File: src/rtl/shiftadd_operand_prep_if.sv
// Operand/result bundle between the request source and the shift-add operand feeder.
interface shiftadd_operand_prep_if #(
  parameter int unsigned DATA_W = 32,
  parameter int unsigned BL_W   = 32
);
  logic                  start_i;
  logic [DATA_W-1:0]     a_i;
  logic [DATA_W-1:0]     b_i;
  logic [DATA_W-1:0]     m_i;
  logic                  ready_o;
  logic                  busy_o;
  logic [2*DATA_W-1:0]   x_o;
  logic [DATA_W-1:0]     m_o;
  logic [BL_W-1:0]       m_bl_o;
  logic                  start_o;
  logic                  err_o;

  modport master (
    output start_i, a_i, b_i, m_i,
    input  ready_o, busy_o, x_o, m_o, m_bl_o, start_o, err_o
  );

  modport slave (
    input  start_i, a_i, b_i, m_i,
    output ready_o, busy_o, x_o, m_o, m_bl_o, start_o, err_o
  );
endinterface

File: src/rtl/shiftadd_operand_prep.sv
// Forms x = a*b bit-serially and the bit length of m, then pulses start_o for the reducer.
module shiftadd_operand_prep #(
  parameter int unsigned DATA_W = 32,
  parameter int unsigned BL_W   = 32
) (
  input  logic                   clk_i,
  input  logic                   rst_ni,
  shiftadd_operand_prep_if.slave bus
);
  localparam int unsigned X_W   = 2 * DATA_W;
  localparam int unsigned CNT_W = (DATA_W > 1) ? $clog2(DATA_W) : 1;
  localparam logic [CNT_W-1:0] CNT_LAST = CNT_W'(DATA_W - 1);

  typedef enum logic [1:0] {
    IDLE  = 2'd0,
    MUL   = 2'd1,
    ISSUE = 2'd2,
    HOLD  = 2'd3
  } state_t;

  state_t            state_q, state_d;
  logic [X_W-1:0]    a_q, a_d;
  logic [DATA_W-1:0] b_q, b_d;
  logic [DATA_W-1:0] m_q, m_d;
  logic [X_W-1:0]    acc_q, acc_d;
  logic [CNT_W-1:0]  cnt_q, cnt_d;
  logic [BL_W-1:0]   bl_q, bl_d;
  logic [X_W-1:0]    x_q, x_d;
  logic [DATA_W-1:0] mo_q, mo_d;
  logic [BL_W-1:0]   mbl_q, mbl_d;
  logic              start_q, start_d;
  logic              err_q, err_d;
  logic              ready_q, ready_d;
  logic              busy_q, busy_d;
  logic [X_W-1:0]    acc_step;
  logic [BL_W-1:0]   bl_step;

  // Next state, datapath updates and registered-output values.
  always_comb begin
    state_d  = state_q;
    a_d      = a_q;
    b_d      = b_q;
    m_d      = m_q;
    acc_d    = acc_q;
    cnt_d    = cnt_q;
    bl_d     = bl_q;
    x_d      = x_q;
    mo_d     = mo_q;
    mbl_d    = mbl_q;
    start_d  = 1'b0;
    err_d    = err_q;
    acc_step = acc_q + (b_q[cnt_q] ? (a_q << cnt_q) : '0);
    bl_step  = m_q[cnt_q] ? (BL_W'(cnt_q) + BL_W'(1)) : bl_q;

    unique case (state_q)
      IDLE, HOLD: begin
        if (bus.start_i) begin
          a_d     = X_W'(bus.a_i);
          b_d     = bus.b_i;
          m_d     = bus.m_i;
          acc_d   = '0;
          cnt_d   = '0;
          bl_d    = '0;
          err_d   = 1'b0;
          state_d = MUL;
        end
      end
      MUL: begin
        acc_d = acc_step;
        bl_d  = bl_step;
        cnt_d = cnt_q + CNT_W'(1);
        if (cnt_q == CNT_LAST) begin
          if (m_q == '0) begin
            err_d   = 1'b1;
            state_d = IDLE;
          end else begin
            x_d     = acc_step;
            mo_d    = m_q;
            mbl_d   = bl_step;
            start_d = 1'b1;
            state_d = ISSUE;
          end
        end
      end
      ISSUE: state_d = HOLD;
      default: state_d = IDLE;
    endcase

    ready_d = (state_d == IDLE) || (state_d == HOLD);
    busy_d  = (state_d == MUL) || (state_d == ISSUE);
  end

  // State and datapath registers; reset aborts any operation in flight.
  always_ff @(posedge clk_i or negedge rst_ni) begin
    if (!rst_ni) begin
      state_q <= IDLE;
      a_q     <= '0;
      b_q     <= '0;
      m_q     <= '0;
      acc_q   <= '0;
      cnt_q   <= '0;
      bl_q    <= '0;
      x_q     <= '0;
      mo_q    <= '0;
      mbl_q   <= '0;
      start_q <= 1'b0;
      err_q   <= 1'b0;
      ready_q <= 1'b1;
      busy_q  <= 1'b0;
    end else begin
      state_q <= state_d;
      a_q     <= a_d;
      b_q     <= b_d;
      m_q     <= m_d;
      acc_q   <= acc_d;
      cnt_q   <= cnt_d;
      bl_q    <= bl_d;
      x_q     <= x_d;
      mo_q    <= mo_d;
      mbl_q   <= mbl_d;
      start_q <= start_d;
      err_q   <= err_d;
      ready_q <= ready_d;
      busy_q  <= busy_d;
    end
  end

  assign bus.x_o     = x_q;
  assign bus.m_o     = mo_q;
  assign bus.m_bl_o  = mbl_q;
  assign bus.start_o = start_q;
  assign bus.err_o   = err_q;
  assign bus.ready_o = ready_q;
  assign bus.busy_o  = busy_q;
endmodule

File: src/flat_wrapper.sv
// flat-port wrapper written by rule: the top's interface ports become plain ports
module shiftadd_operand_prep_flat 
#(
  parameter int unsigned DATA_W = 32,
  parameter int unsigned BL_W   = 32
)
  (clk_i, rst_ni, bus_start_i, bus_a_i, bus_b_i, bus_m_i, bus_ready_o, bus_busy_o, bus_x_o, bus_m_o, bus_m_bl_o, bus_start_o, bus_err_o);
  shiftadd_operand_prep_if #(.DATA_W(DATA_W), .BL_W(BL_W)) bus_i ();
  input  logic clk_i;
  input  logic rst_ni;
  input wire logic [$bits(bus_i.start_i)-1:0] bus_start_i;
  input wire logic [$bits(bus_i.a_i)-1:0] bus_a_i;
  input wire logic [$bits(bus_i.b_i)-1:0] bus_b_i;
  input wire logic [$bits(bus_i.m_i)-1:0] bus_m_i;
  output wire logic [$bits(bus_i.ready_o)-1:0] bus_ready_o;
  output wire logic [$bits(bus_i.busy_o)-1:0] bus_busy_o;
  output wire logic [$bits(bus_i.x_o)-1:0] bus_x_o;
  output wire logic [$bits(bus_i.m_o)-1:0] bus_m_o;
  output wire logic [$bits(bus_i.m_bl_o)-1:0] bus_m_bl_o;
  output wire logic [$bits(bus_i.start_o)-1:0] bus_start_o;
  output wire logic [$bits(bus_i.err_o)-1:0] bus_err_o;
  assign bus_i.start_i = bus_start_i;
  assign bus_i.a_i = bus_a_i;
  assign bus_i.b_i = bus_b_i;
  assign bus_i.m_i = bus_m_i;
  assign bus_ready_o = bus_i.ready_o;
  assign bus_busy_o = bus_i.busy_o;
  assign bus_x_o = bus_i.x_o;
  assign bus_m_o = bus_i.m_o;
  assign bus_m_bl_o = bus_i.m_bl_o;
  assign bus_start_o = bus_i.start_o;
  assign bus_err_o = bus_i.err_o;
  shiftadd_operand_prep #(.DATA_W(DATA_W), .BL_W(BL_W)) u_core (.clk_i(clk_i), .rst_ni(rst_ni), .bus(bus_i));
endmodule
File: config.mk
export PLATFORM = sky130hd
export DESIGN_NAME = shiftadd_operand_prep_flat
export DESIGN_NICKNAME = d
export VERILOG_FILES = /design/src/rtl/shiftadd_operand_prep_if.sv /design/src/rtl/shiftadd_operand_prep.sv /design/src/flat_wrapper.sv
export SDC_FILE = /design/constraint.sdc
export NUM_CORES = 1
export LEC_CHECK = 0
export BUFFER_PORTS_ARGS = -buffer_cell sky130_fd_sc_hd__buf_2
export CAP_MARGIN = 20
export CELL_PAD_IN_SITES_DETAIL_PLACEMENT = 0
export CELL_PAD_IN_SITES_GLOBAL_PLACEMENT = 1
export CORE_ASPECT_RATIO = 1.25
export CORE_UTILIZATION = 40
export CTS_BUF_LIST = sky130_fd_sc_hd__clkbuf_16
export DETAILED_ROUTE_END_ITERATION = 10
export PLACE_DENSITY_LB_ADDON = 0.1
export SLEW_MARGIN = 20
export SYNTH_ARGS = -nofsm -noshare
export SYNTH_HDL_FRONTEND = slang
export SYNTH_SLANG_ARGS = --single-unit
File: constraint.sdc
create_clock -name clk_i -period 4.8 [get_ports clk_i]
set_clock_uncertainty 0.2 [all_clocks]
set_input_delay 0.48 -clock clk_i [delete_from_list [all_inputs] [get_ports clk_i]]
set_output_delay 0.48 -clock clk_i [all_outputs]
set_load 0.02 [all_outputs]
==> flow_metrics.env, run 1 <==
export IMPL_slew_headroom=0.349
export IMPL_tightest_slew_ns=0.976
export IMPL_violations="setup timing"
export IMPL_netlist_top_cells_area="dfrtp_1, nand2_1, mux2_2, mux4_2, o21ai_0"
export IMPL_synth_fa_ha_area_frac=0.0444
export IMPL_initial_core_util=0.407
export IMPL_wl_per_cell_um=19.6
export IMPL_yosys_area_share_simple=0.188
export IMPL_final_nets=2836
export IMPL_area_growth_pct=36.7
export IMPL_synth_area_um2=19300
export IMPL_layout_worst_path_cycle_share=1.02
export IMPL_tns_ns=-0.240
export IMPL_synth_edf_count=0
export IMPL_cp_data_arrival_time_ns=5.14
export IMPL_grtUsageTotal=0.268
export IMPL_p_sw_frac=0.422
export IMPL_drcViolationCount=0
export IMPL_status="complete, but fails checks"
export IMPL_grt_pass1_vias=18300
export IMPL_fin_hold_ws_ns=0.250
export IMPL_setup_violations=5
export IMPL_slew_viol_final=0
export IMPL_cts_root_buffer="clkbuf_16"
export IMPL_synth_cell_types=76
export IMPL_synthFlopType="dfrtp_1"
export IMPL_dp_cells=3155
export IMPL_finish_instance_area_um2=26400
export IMPL_max_cap_violations=0
export IMPL_hold_viol_final=0
export IMPL_synth_async_reset_ratio=1.00
export IMPL_ys_ff_latch=331
export IMPL_synth_top_family_by_area="simple AND/OR/NAND/NOR gates"
export IMPL_via_per_inst=5.34
export IMPL_vias=17800
export IMPL_coreArea_um2=47400
export IMPL_pwr_share_seq=0.225
export IMPL_dp_final_hpwl_um=48800
export IMPL_ant_nets=0
export IMPL_clk_pin_slew_worst_paths_ns=0.06
export IMPL_rrSetupSlack_ns=-0.10
export IMPL_drt_first_pass_iters=5
export IMPL_reg2reg_depth=19
export IMPL_internal_power_mw=10.5
export IMPL_post_synth_top_count_cell="nand2_1"
export IMPL_r2r_start="u_core.cnt_q[0]"
export IMPL_power_density_nw_per_um2=686
export IMPL_fin_crit_ns=4.90
export IMPL_syn_instance_count=2092
export IMPL_critPathLaunchType="flip-flop"
export IMPL_fin_cells=3335
export IMPL_hold_path_class="input pin to async pin"
export IMPL_synth_mux_area_frac=0.134
export IMPL_p_clk_frac=0.152
export IMPL_crit_required_ns=5.03
export IMPL_overflow=0
export IMPL_post_place_ws_ns=-0.414
export IMPL_rsz0062_at_grt="yes"
export IMPL_fin_util=0.557
export IMPL_drtIter0Drc=866
export IMPL_cts_buffers=36
export IMPL_ys_top_cells_by_count="nand2_1, dfrtp_1, o21ai_0"
export IMPL_cts_htree_levels=2
export IMPL_reg2reg_to="u_core.acc_q[59]"
export IMPL_cts_tree="done"
export IMPL_yosys_warnings=0
export IMPL_routed_wl_um=65300
export IMPL_max_freq_ghz=0.204
export IMPL_p_leak_nw=12.5
export IMPL_die_area_um2=49200
export IMPL_synthXorXnorAreaFrac=0.0204
export IMPL_gp_congestion=0.951
export IMPL_io_pins=231
export IMPL_num_rows=89
export IMPL_syn_avg_cell_area_um2=9.23
export IMPL_cts_buffer_depth=3
export IMPL_finalPower_mw=18.1
export IMPL_p_switching_mw=7.64
export IMPL_layout_setup_ws_ns=-0.104
export IMPL_synth_largest_area_cell="dfrtp_1"
export IMPL_ir_drop_uv=448
export IMPL_synth_nets=2259
export IMPL_yosys_area_top_type_share=0.428
export IMPL_cts_sinks=331
export IMPL_ys_seq_area_frac=0.429
export IMPL_startpoint="u_core.cnt_q[0]"
export IMPL_synth_compound_area_frac=0.148
export IMPL_combinationalPowerShare=0.623
export IMPL_worst_setup_path_end_kind="flip-flop"
export IMPL_grt_max_degree=90
export IMPL_fp_dieW_um=199
export IMPL_grt_pass1_wl_um=102000
export IMPL_antenna_found_initial=5
export IMPL_clock_latency_ns=0.56
export IMPL_dpl_cell_area_um2=23300
export IMPL_port_buffer_count=230
export IMPL_layout_drive_gt1_share=0.345
export IMPL_crit_type="flip-flop to flip-flop"
export IMPL_die_h_um=248
export IMPL_crit_fanout=8
==> worst max path at each step <==
stage,endpoint,slack (ns),cells past startpoint
6_report,u_core.acc_q[59],-0.10,19
5_1_grt,u_core.acc_q[59],-0.24,21
4_1_cts,u_core.acc_q[42],-0.004,18
3_5_place_dp,u_core.acc_q[52],-0.41,17
3_3_place_gp,u_core.acc_q[52],-0.47,17
2_1_floorplan,u_core.acc_q[59],0.005,19
==> repair_timing <==
item	in CTS	in global routing
endpoints found under the setup margin	52	63
cloned	1	0
pin swaps	19	16
hold endpoints to repair	166	0
buffers inserted	10	4
resized for setup	63	120
hold buffers	97	0
==> flip-flops by register name (all words and copies together), names as in the netlist <==
register and flops:
u_core.state_q 2, u_core.bus.ready_o 1, u_core.bus.m_o 32, u_core.bus.m_bl_o 32, u_core.cnt_q 5, u_core.m_q 32
u_core.bus.start_o 1, u_core.bus.err_o 1, u_core.b_q 32, u_core.bus.x_o 64, u_core.bl_q 32, u_core.acc_q 64
u_core.a_q 32, u_core.bus.busy_o 1
==> cell usage in the layout (no fill, tap or decap), types with 7 or more instances in the layout <==
cell and n:
nand2_1 386, dfrtp_1 328, buf_4 326, buf_2 229
nor2_1 151, o21ai_0 143, mux2_2 109, dlygate4sd3_1 97
a21oi_1 94, nand3_1 70, ha_1 58, mux4_2 41
and2_1 41, nand4_1 39, inv_1 38, clkbuf_16 37
nor3_1 31, a21oi_2 28, a21o_1 27, mux2i_1 26
xnor2_1 24, o21ai_1 20, and3_1 16, o21bai_1 15
xor2_1 15, o31ai_1 14, nor2_2 12, mux2i_2 12
or3_1 11, o211ai_1 10, buf_12 10, a211oi_1 9
o21a_1 9, nand2_2 8, nor4_1 8, clkinv_1 7
a22o_1 7
==> final cells by class <==
| class | count | area, µm² |
|---|---|---|
| tap | 637 | 797 |
| antenna | 5 | 12.5 |
| clock inverter | 25 | 235 |
| clock buffer | 37 | 926 |
| multi-input combinational | 1589 | 11100 |
| timing repair buffer | 672 | 4930 |
| sequential | 331 | 8290 |
| inverter | 39 | 146 |
| fill | 4387 | 21000 |
==> worst max-delay path: stages, from the launching register on <==
cell	delay, ns
dfrtp_4	0.50
buf_12	0.15
mux4_2	0.43
mux4_2	0.60
a21oi_4	0.19
buf_12	0.15
buf_6	0.12
nor2_1	0.06
ha_1	0.35
buf_4	0.13
nand2_1	0.14
nor2_2	0.22
buf_4	0.17
nand2_1	0.09
nor3_2	0.20
o211ai_1	0.13
buf_4	0.18
a211o_1	0.31
nand4_1	0.09
or3b_1	0.36
==> metal layers <==
layer | wire length [µm] | part of all wire | GRT usage
met1 | 27000 | 0.41 | 0.325
met5 | 0 | 0 | 0
met3 | 2680 | 0.041 | 0.0427
met4 | 1880 | 0.029 | 0.0810
met2 | 33700 | 0.52 | 0.485
==> power groups by stage <==
stage               clock, mW  sequential, mW  combinational, mW
floorplan                   0            3.84               5.89
global placement            0            4.09               10.2
detailed placement          0            4.11               10.3
CTS                      2.83            4.06               10.7
global route             2.92            4.15               12.2
finish                   2.75            4.08               11.3
==> kinds of logic (layout without fill, tap and decap cells) <==
family	count (synthesis)	after routing
and+or+nand+nor	818	818
DFF	331	331
AOI/OAI and AO/OA	466	466
xor gates and xnor gates	45	45
muxes	192	192
adders and majority gates	68	68
other	0	5
buffers and inverters	172	773
No activity file was read; power rests on OpenSTA's default activity.
==> inputs of run 2 (changes only) <==
--- a/config.mk
+++ b/config.mk
@@ -5,12 +5,13 @@
 export SDC_FILE = /design/constraint.sdc
 export NUM_CORES = 1
 export LEC_CHECK = 0
+export ABC_AREA = 1
 export BUFFER_PORTS_ARGS = -buffer_cell sky130_fd_sc_hd__buf_2
 export CAP_MARGIN = 20
 export CELL_PAD_IN_SITES_DETAIL_PLACEMENT = 0
 export CELL_PAD_IN_SITES_GLOBAL_PLACEMENT = 1
 export CORE_ASPECT_RATIO = 1.25
-export CORE_UTILIZATION = 40
+export CORE_UTILIZATION = 39
 export CTS_BUF_LIST = sky130_fd_sc_hd__clkbuf_16
 export DETAILED_ROUTE_END_ITERATION = 10
 export PLACE_DENSITY_LB_ADDON = 0.1
==> constraint.sdc (replaced) <==
create_clock -name clk_i -period 4.8 [get_ports clk_i]
set_clock_uncertainty 0.2 [all_clocks]
set_input_delay 1.44 -clock clk_i [delete_from_list [all_inputs] [get_ports clk_i]]
set_output_delay 1.44 -clock clk_i [all_outputs]
set_load 0.02 [all_outputs]
==> run 2 against run 1 <==
The flow now finishes without violations. Maximum frequency grew 9.9%. Power is 31% lower. Final area fell by 7.8%. Largest cell class unchanged.
==> flow_metrics.env, run 2 <==
export IMPL_status="complete, no violations"
export IMPL_via_per_inst=4.98
export IMPL_antenna_found_initial=2
export IMPL_initial_core_util=0.395
export IMPL_vias=20600
export IMPL_fin_hold_ws_ns=0.270
export IMPL_finish_instance_area_um2=24300
export IMPL_synth_nets=3366
export IMPL_post_place_ws_ns=0.194
export IMPL_rsz0062_at_grt="no"
export IMPL_final_cell_mix="nand2_1, inv_1, dfrtp_1"
export IMPL_synth_edf_count=0
export IMPL_fin_crit_ns=4.46
export IMPL_slew_headroom=0.283
export IMPL_grt_pass1_wl_um=117000
export IMPL_p_leak_nw=13.8
export IMPL_layout_worst_path_cycle_share=0.930
export IMPL_die_area_um2=55400
export IMPL_port_buffer_count=230
export IMPL_crit_type="flip-flop to flip-flop"
export IMPL_syn_avg_cell_area_um2=6.64
export IMPL_layout_commonest_cell="nand2_1"
export IMPL_ys_top_cells_by_count="nand2_1, inv_1, dfrtp_1"
export IMPL_cp_data_arrival_time_ns=4.73
export IMPL_hold_path_class="flip-flop to flip-flop"
export IMPL_cts_resized=0
export IMPL_clock_latency_ns=0.58
export IMPL_final_nets=3544
export IMPL_dpl_cell_area_um2=23100
export IMPL_synth_cell_types=49
export IMPL_cts_htree_levels=2
export IMPL_coreArea_um2=53700
export IMPL_tns_ns=0
export IMPL_syn_instance_count=3199
export IMPL_drtIter0Drc=1555
export IMPL_yosys_warnings=0
export IMPL_dp_cells=4064
export IMPL_crit_fanout=33
export IMPL_overflow=0
export IMPL_die_h_um=263
export IMPL_whs_path_depth=2
export IMPL_layout_drive_gt1_share=0.109
export IMPL_power_density_nw_per_um2=512
export IMPL_worst_setup_path_end_kind="flip-flop"
export IMPL_dp_final_hpwl_um=58700
export IMPL_fin_util=0.453
export IMPL_slew_viol_final=0
export IMPL_ir_drop_uv=491
export IMPL_layout_setup_ws_ns=0.338
export IMPL_max_freq_ghz=0.224
export IMPL_cts_buffer_depth=3
export IMPL_routed_wl_um=75600
export IMPL_critPathLaunchType="flip-flop"
export IMPL_cts_root_buffer="clkbuf_16"
export IMPL_tightest_slew_ns=1.08
export IMPL_ys_ff_latch=331
export IMPL_clk_pin_slew_worst_paths_ns=0.07
export IMPL_fillers=5805
export IMPL_yosys_area_top_type_share=0.389
export IMPL_ant_nets=0
export IMPL_reg2reg_depth=20
export IMPL_drt_first_pass_iters=5
export IMPL_cts_sinks=331
export IMPL_io_pins=231
export IMPL_synth_largest_area_cell="dfrtp_1"
export IMPL_grtUsageTotal=0.275
export IMPL_fp_dieW_um=211
export IMPL_post_cts_buffers=0
export IMPL_crit_required_ns=5.06
export IMPL_synth_area_um2=21200
export IMPL_setup_violations=0
export IMPL_netlist_top_cells_area="dfrtp_1, nand2_1, inv_1, nand3_1, ha_1"
export IMPL_fin_cells=4136
export IMPL_synthFlopType="dfrtp_1"
export IMPL_cts_tree="done"
export IMPL_cts_hold_buf=0
export IMPL_cts_buffers=38
export IMPL_max_cap_violations=0
export IMPL_synth_async_reset_ratio=1.00
export IMPL_drcViolationCount=0
export IMPL_finalPower_mw=12.5
export IMPL_ys_seq_area_frac=0.390
export IMPL_grt_pass1_vias=20500
export IMPL_hold_viol_final=0
export IMPL_post_synth_top_count_cell="nand2_1"
export IMPL_num_rows=95
export IMPL_area_growth_pct=14.6
export IMPL_wl_per_cell_um=18.3
export IMPL_gp_congestion=0.968
export IMPL_grt_max_degree=181
[run 2: layer usage]
layer  global-route usage  share of wire
met5                    0              0
met4               0.0872          0.030
met3               0.0255          0.036
met2                0.492           0.50
met1                0.347           0.43
[run 2: cell type report]
class                   instances  area, µm²  area share
clock buffers                  38        951      0.0391
repair buffers                265       1570      0.0647
flip-flops and latches        331       8290       0.340
clock inverters                32        275      0.0113
well taps                     727        910      0.0374
multi-input cells            2327      10800       0.443
inverters                     414       1560      0.0640
diodes                          2       5.00    0.000206
[run 2: worst paths after layout]
check / from / end / slack (ns)
hold reg to reg: u_core.bus.x_o[42] / u_core.bus.x_o[42] / 0.27
hold / removal: u_core.bus.x_o[42] / u_core.bus.x_o[42] / 0.27
max in group asynchronous: rst_ni / u_core.cnt_q[0] / 2.91
setup reg to reg: u_core.cnt_q[1] / u_core.bus.x_o[32] / 0.34
setup / recovery: u_core.cnt_q[1] / u_core.bus.x_o[32] / 0.34
min in group asynchronous: rst_ni / u_core.bus.start_o / 0.61
[run 2: kinds of logic (layout without fill, tap and decap cells)]
logic type	Yosys count	count (layout)	share of synthesized area
AND/OR/NAND/NOR	1875	1875	0.356
XOR/XNOR	33	33	0.0136
other	0	2	0
flip-flops	331	331	0.390
AO/OA/AOI/OAI	350	350	0.0957
buffers and inverters	541	749	0.103
adder cells (fa/ha/maj)	68	68	0.0404
multiplexers	1	1	0.000471
[run 2: worst max-delay path: stages (launching register included)]
cell      delay [ns]
dfrtp_2         0.48
inv_2           0.24
buf_12          0.22
nand3_1         0.10
o21a_1          0.15
nand2_1         0.06
o21ai_1         0.10
or2_2           0.31
nand3_1         0.12
nand2_1         0.08
nand2_1         0.06
inv_1           0.08
ha_1            0.38
nand2_1         0.14
nor2_1          0.25
nand2_1         0.22
nor2_1          0.22
a21boi_0        0.53
o21ai_0         0.20
nand3_1         0.11
nand2_1         0.07
[run 2: report_power, final]
group / total (mW) / internal, mW / switching [mW]
Sequential: 3.72 / 3.35 / 0.369
Clock: 2.91 / 1.63 / 1.28
Combinational: 5.84 / 1.68 / 4.15
